[config.mk]
export PLATFORM = sky130hd
export DESIGN_NAME = control_unit
export DESIGN_NICKNAME = d
export VERILOG_FILES = /design/src/rtl/control_unit.sv
export SDC_FILE = /design/constraint.sdc
export NUM_CORES = 1
export LEC_CHECK = 0
export CORE_UTILIZATION = 34
export DETAILED_ROUTE_END_ITERATION = 8
export PLACE_DENSITY_LB_ADDON = 0.05
export SYNTH_ARGS = -nofsm -noshare
export SYNTH_HDL_FRONTEND = slang
export SYNTH_SLANG_ARGS = --single-unit
[constraint.sdc]
create_clock -name clk -period 5.1 [get_ports clk]
set_input_delay 0.51 -clock clk [delete_from_list [all_inputs] [get_ports clk]]
set_output_delay 0.51 -clock clk [all_outputs]
set_load 0.005 [all_outputs]
[src/rtl/control_unit.sv]
// Single-cycle ARM control unit: instruction decode, condition check and NZCV flag register.
// Optional CMP/TST support is enabled by defining CONTROL_CMP_EN.
module control_unit (
    input  logic        clk,
    input  logic        reset,
    input  logic [31:0] Instr,
    input  logic [3:0]  ALUFlags,
    output logic [1:0]  RegSrc,
    output logic        RegWrite,
    output logic [1:0]  ImmSrc,
    output logic        ALUSrc,
    output logic [1:0]  ALUControl,
    output logic        MemtoReg,
    output logic        MemWrite,
    output logic        PCSrc,
    output logic [3:0]  Flags
);

    logic [3:0] cond_s;
    logic [1:0] op_s;
    logic [5:0] funct_s;
    logic [3:0] rd_s;
    logic [3:0] cmd_s;

    logic       branch_s;
    logic       mem_to_reg_s;
    logic       mem_w_s;
    logic       alu_src_s;
    logic [1:0] imm_src_s;
    logic       reg_w_s;
    logic [1:0] reg_src_s;
    logic       alu_op_s;

    logic [1:0] alu_control_s;
    logic [1:0] flag_w_s;
    logic       cmd_ok_s;
    logic       no_write_s;

    logic       reg_w_eff_s;
    logic       mem_w_eff_s;
    logic       pcs_s;
    logic       cond_ex_s;

    logic [3:0] flags_d;
    logic [3:0] flags_q;

    logic       unused_s;

    assign cond_s   = Instr[31:28];
    assign op_s     = Instr[27:26];
    assign funct_s  = Instr[25:20];
    assign rd_s     = Instr[15:12];
    assign cmd_s    = funct_s[4:1];
    assign unused_s = ^{Instr[19:16], Instr[11:0]};

    // Main decoder: instruction class to datapath steering and raw enables
    always_comb begin
        branch_s     = 1'b0;
        mem_to_reg_s = 1'b0;
        mem_w_s      = 1'b0;
        alu_src_s    = 1'b0;
        imm_src_s    = 2'b00;
        reg_w_s      = 1'b0;
        reg_src_s    = 2'b00;
        alu_op_s     = 1'b0;
        case (op_s)
            2'b00: begin
                alu_src_s = funct_s[5];
                reg_w_s   = 1'b1;
                alu_op_s  = 1'b1;
            end
            2'b01: begin
                alu_src_s = 1'b1;
                imm_src_s = 2'b01;
                if (funct_s[0]) begin
                    mem_to_reg_s = 1'b1;
                    reg_w_s      = 1'b1;
                end else begin
                    mem_w_s   = 1'b1;
                    reg_src_s = 2'b10;
                end
            end
            2'b10: begin
                branch_s  = 1'b1;
                alu_src_s = 1'b1;
                imm_src_s = 2'b10;
                reg_src_s = 2'b01;
            end
            default: begin
                branch_s = 1'b0;
            end
        endcase
    end

    // ALU decoder: operation select, flag-write mask and unsupported-command kill
    always_comb begin
        alu_control_s = 2'b00;
        flag_w_s      = 2'b00;
        cmd_ok_s      = 1'b1;
        no_write_s    = 1'b0;
        if (alu_op_s) begin
            case (cmd_s)
                4'b0100: begin
                    alu_control_s = 2'b00;
                    flag_w_s      = {funct_s[0], funct_s[0]};
                end
                4'b0010: begin
                    alu_control_s = 2'b01;
                    flag_w_s      = {funct_s[0], funct_s[0]};
                end
                4'b0000: begin
                    alu_control_s = 2'b10;
                    flag_w_s      = {funct_s[0], 1'b0};
                end
                4'b1100: begin
                    alu_control_s = 2'b11;
                    flag_w_s      = {funct_s[0], 1'b0};
                end
`ifdef CONTROL_CMP_EN
                4'b1010: begin
                    alu_control_s = 2'b01;
                    flag_w_s      = 2'b11;
                    no_write_s    = 1'b1;
                end
                4'b1000: begin
                    alu_control_s = 2'b10;
                    flag_w_s      = 2'b10;
                    no_write_s    = 1'b1;
                end
`endif
                default: begin
                    cmd_ok_s = 1'b0;
                end
            endcase
        end else begin
            alu_control_s = 2'b00;
            flag_w_s      = 2'b00;
        end
    end

    assign reg_w_eff_s = reg_w_s & cmd_ok_s & ~no_write_s;
    assign mem_w_eff_s = mem_w_s & cmd_ok_s;
    assign pcs_s       = branch_s | ((rd_s == 4'd15) & reg_w_eff_s);

    // Condition evaluation against the registered flags only (no same-cycle bypass)
    always_comb begin
        case (cond_s)
            4'b0000: cond_ex_s = flags_q[2];
            4'b0001: cond_ex_s = ~flags_q[2];
            4'b0010: cond_ex_s = flags_q[1];
            4'b0011: cond_ex_s = ~flags_q[1];
            4'b0100: cond_ex_s = flags_q[3];
            4'b0101: cond_ex_s = ~flags_q[3];
            4'b0110: cond_ex_s = flags_q[0];
            4'b0111: cond_ex_s = ~flags_q[0];
            4'b1000: cond_ex_s = flags_q[1] & ~flags_q[2];
            4'b1001: cond_ex_s = ~flags_q[1] | flags_q[2];
            4'b1010: cond_ex_s = (flags_q[3] == flags_q[0]);
            4'b1011: cond_ex_s = (flags_q[3] != flags_q[0]);
            4'b1100: cond_ex_s = ~flags_q[2] & (flags_q[3] == flags_q[0]);
            4'b1101: cond_ex_s = flags_q[2] | (flags_q[3] != flags_q[0]);
            4'b1110: cond_ex_s = 1'b1;
            default: cond_ex_s = 1'b0;
        endcase
    end

    // Next flag value: NZ and CV halves update independently
    always_comb begin
        flags_d = flags_q;
        if (flag_w_s[1] & cond_ex_s) begin
            flags_d[3:2] = ALUFlags[3:2];
        end else begin
            flags_d[3:2] = flags_q[3:2];
        end
        if (flag_w_s[0] & cond_ex_s) begin
            flags_d[1:0] = ALUFlags[1:0];
        end else begin
            flags_d[1:0] = flags_q[1:0];
        end
    end

    // Architectural flag register
    always_ff @(posedge clk or posedge reset) begin
        if (reset) begin
            flags_q <= 4'b0000;
        end else begin
            flags_q <= flags_d;
        end
    end

    assign RegSrc     = reg_src_s;
    assign RegWrite   = reg_w_eff_s & cond_ex_s;
    assign ImmSrc     = imm_src_s;
    assign ALUSrc     = alu_src_s;
    assign ALUControl = alu_control_s;
    assign MemtoReg   = mem_to_reg_s;
    assign MemWrite   = mem_w_eff_s & cond_ex_s;
    assign PCSrc      = pcs_s & cond_ex_s;
    assign Flags      = flags_q;

endmodule

==> results.yml <==
drt:
  wire_per_inst_um: 10.6
  drcViolationCount: 0
  firstDrtPassIters: 4
  num_vias: 640
  drtIter0Drc: 2
  vias_per_cell: 4.81
  ant_nets: 0
  finalWirelength_um: 1410
critical_path:
  cp-end-kind: "output pin"
  crit_fanout: 10
  cp.required_ns: 4.59
  setup.worst_path.start: "Instr[28]"
  cp-start-kind: "input port"
  ff2ff_path_depth: 6
  r2r-start: "Flags[0]"
  critical_path_arrival_ns: 2.89
  path_class: "in2out"
sta:
  setup_tns_ns: 0
  holdWs_ns: 0.454
  post-route-period-util: 0.667
  min_period_ns: 3.40
  rsz0062_at_grt: "no"
  worstMarginPinSlew_ns: 0.394
  max_freq_mhz: 294
  setup_violations: 0
  slew_headroom: 0.737
  clock_skew_ns: 0.00578
  hold_viol: 0
  drv_slew: 0
global_routing:
  grt_pass1_wl_um: 2300
  grt_max_degree: 12
  grt_pass1_vias: 546
  track_usage: 0.149
  gr-total-overflow: 0
  antenna_found_initial: 0
pwr:
  ir_worst_vdd_uv: 179
  p_leak_nw: 0.416
  p_total_mw: 0.180
  powerDensity_nw_per_um2: 176
clock_tree:
  cts_hold_buf: 0
  cts_sinks: 4
  cts_max_level: 1
  cts_resized: 0
  postCtsSetupBuffers: 0
  clk_latency_ns: 0.24
  ctsLongestPathBuffers: 2
  cts_tree: "yes"
  cts_made_buffers: 3
  cts_root_buffer: "clkbuf_4"
  cts.clk_slew.worst_paths_ns: 0.04
synthesis:
  synth-xor-area-share: 0.0828
  synth-seq-cells: 4
  synth_adder_area_share: 0.118
  ys_seq_area_frac: 0.158
  synthSimpleGateAreaFrac: 0.347
  synthCells: 72
  synth_compound_area_frac: 0.146
  synthMuxAreaShare: 0.0828
  syn_nets: 116
  synth_top_family_by_area: "simple AND/OR/NAND/NOR gates"
  ys_types: 34
  netlist_area_um2: 634
  syn_avg_cell_area_um2: 8.81
  synth.yosys.warnings: 0
cells_and_area:
  finalNetCount: 154
  n_antenna_cell: 0
  layout_common_cells: "clkdlybuf4s50_1 (36), ha_1 (6), a21oi_1 (5)"
  mostFrequentLayoutCell: "clkdlybuf4s50_1"
  drive_above_1_share: 0.130
  largest_reg_flops: 4
  area.growth.synth_to_final_pct: 61.1
  fillers: 167
die:
  die_y_um: 45.2
  die_area_um2: 2040
  num_rows: 15
  die_w_um: 45.2
  start_util: 0.363
  core_area_um2: 1750
  io_pins: 53
flow_run:
  maxCapViolCount: 0
min_path:
  hold_path_class: "in2async"
placed_design:
  port_buffers: 36
  routabilityCongestion: 0.659
  dpl.hpwl_um: 1140
status:
  run_status: "finished, final reports clean"
metal layers:
| metal | part of all wire | GRT usage |
|---|---|---|
| met5 | 0 | 0 |
| met4 | 0 | 0.0364 |
| met3 | 0.052 | 0.0360 |
| met2 | 0.50 | 0.232 |
| met1 | 0.45 | 0.206 |
synthesized netlist by cell type (all sizes together):
| cell type | count | area share |
|---|---|---|
| a21oi | 6 | 0.053 |
| ha | 6 | 0.12 |
| nor2b | 5 | 0.053 |
| dfrtp | 4 | 0.16 |
| inv | 4 | 0.024 |
| mux2 | 4 | 0.083 |
| nor2 | 4 | 0.024 |
| xnor2 | 4 | 0.055 |
| buf | 3 | 0.041 |
| nor3 | 3 | 0.024 |
| a211oi | 2 | 0.024 |
| a22oi | 2 | 0.024 |
| a311oi | 2 | 0.037 |
| and2b | 2 | 0.028 |
| and3b | 2 | 0.028 |
| and4bb | 2 | 0.039 |
| nand2 | 2 | 0.012 |
| nand2b | 2 | 0.020 |
| nand3b | 2 | 0.024 |
| or3b | 2 | 0.032 |
| xor2 | 2 | 0.028 |
| and2 | 1 | 0.0099 |
| nand4 | 1 | 0.0099 |
| nor3b | 1 | 0.012 |
| nor4 | 1 | 0.0099 |
| nor4b | 1 | 0.014 |
| o21ai | 1 | 0.0079 |
| or3 | 1 | 0.0099 |
layout make-up:
cell class | instances | area [µm²] | share of cell area
sequential | 4 | 100 | 0.0979
inverter | 4 | 15.0 | 0.0147
multi-input combinational | 61 | 493 | 0.482
clock buffer | 3 | 22.5 | 0.0220
timing repair buffer | 36 | 360 | 0.353
tap | 25 | 31.3 | 0.0306
worst paths after layout:
kind,slack [ns],endpoint
setup / recovery,1.70,MemWrite
hold / removal,0.45,Flags[3]
setup reg to reg,2.97,Flags[2]
hold reg to reg,0.59,Flags[1]
max in group asynchronous,4.49,Flags[0]
min in group clk,0.59,Flags[1]
stage by stage:
stage                     utilization  instances  setup WS (ns)  cell area (µm²)
after floorplan                     -         72           2.95              634
after global placement          0.573        130           1.69             1000
after detailed placement        0.573        130           1.68             1000
after CTS                       0.586        133           1.67             1020
after global routing            0.586        133           1.54             1020
final                           0.586        133           1.70             1020
report_power, final:
group | switching (mW) | internal (mW) | total, mW
Sequential | 0.0113 | 0.0382 | 0.0495
Clock | 0.0134 | 0.0264 | 0.0397
Combinational | 0.0309 | 0.0599 | 0.0908
worst max-delay path, cell delays in order:
cell and delay [ns]:
clkdlybuf4s50_1 0.70, nor3b_1 0.24, o21ai_1 0.08, a311oi_1 0.34, a311oi_2 0.12, nor4b_1 0.34, clkdlybuf4s50_1 0.56
kinds of logic (layout without fill, tap and decap cells):
| group | count (synthesis) | in the layout |
|---|---|---|
| xor gates and xnor gates | 6 | 6 |
| and+or+nand+nor | 32 | 32 |
| buffers and inverters | 7 | 43 |
| adders and majority gates | 6 | 6 |
| AOI/OAI and AO/OA | 13 | 13 |
| DFF | 4 | 4 |
| muxes | 4 | 4 |
Power figures use the tool's default switching activity.
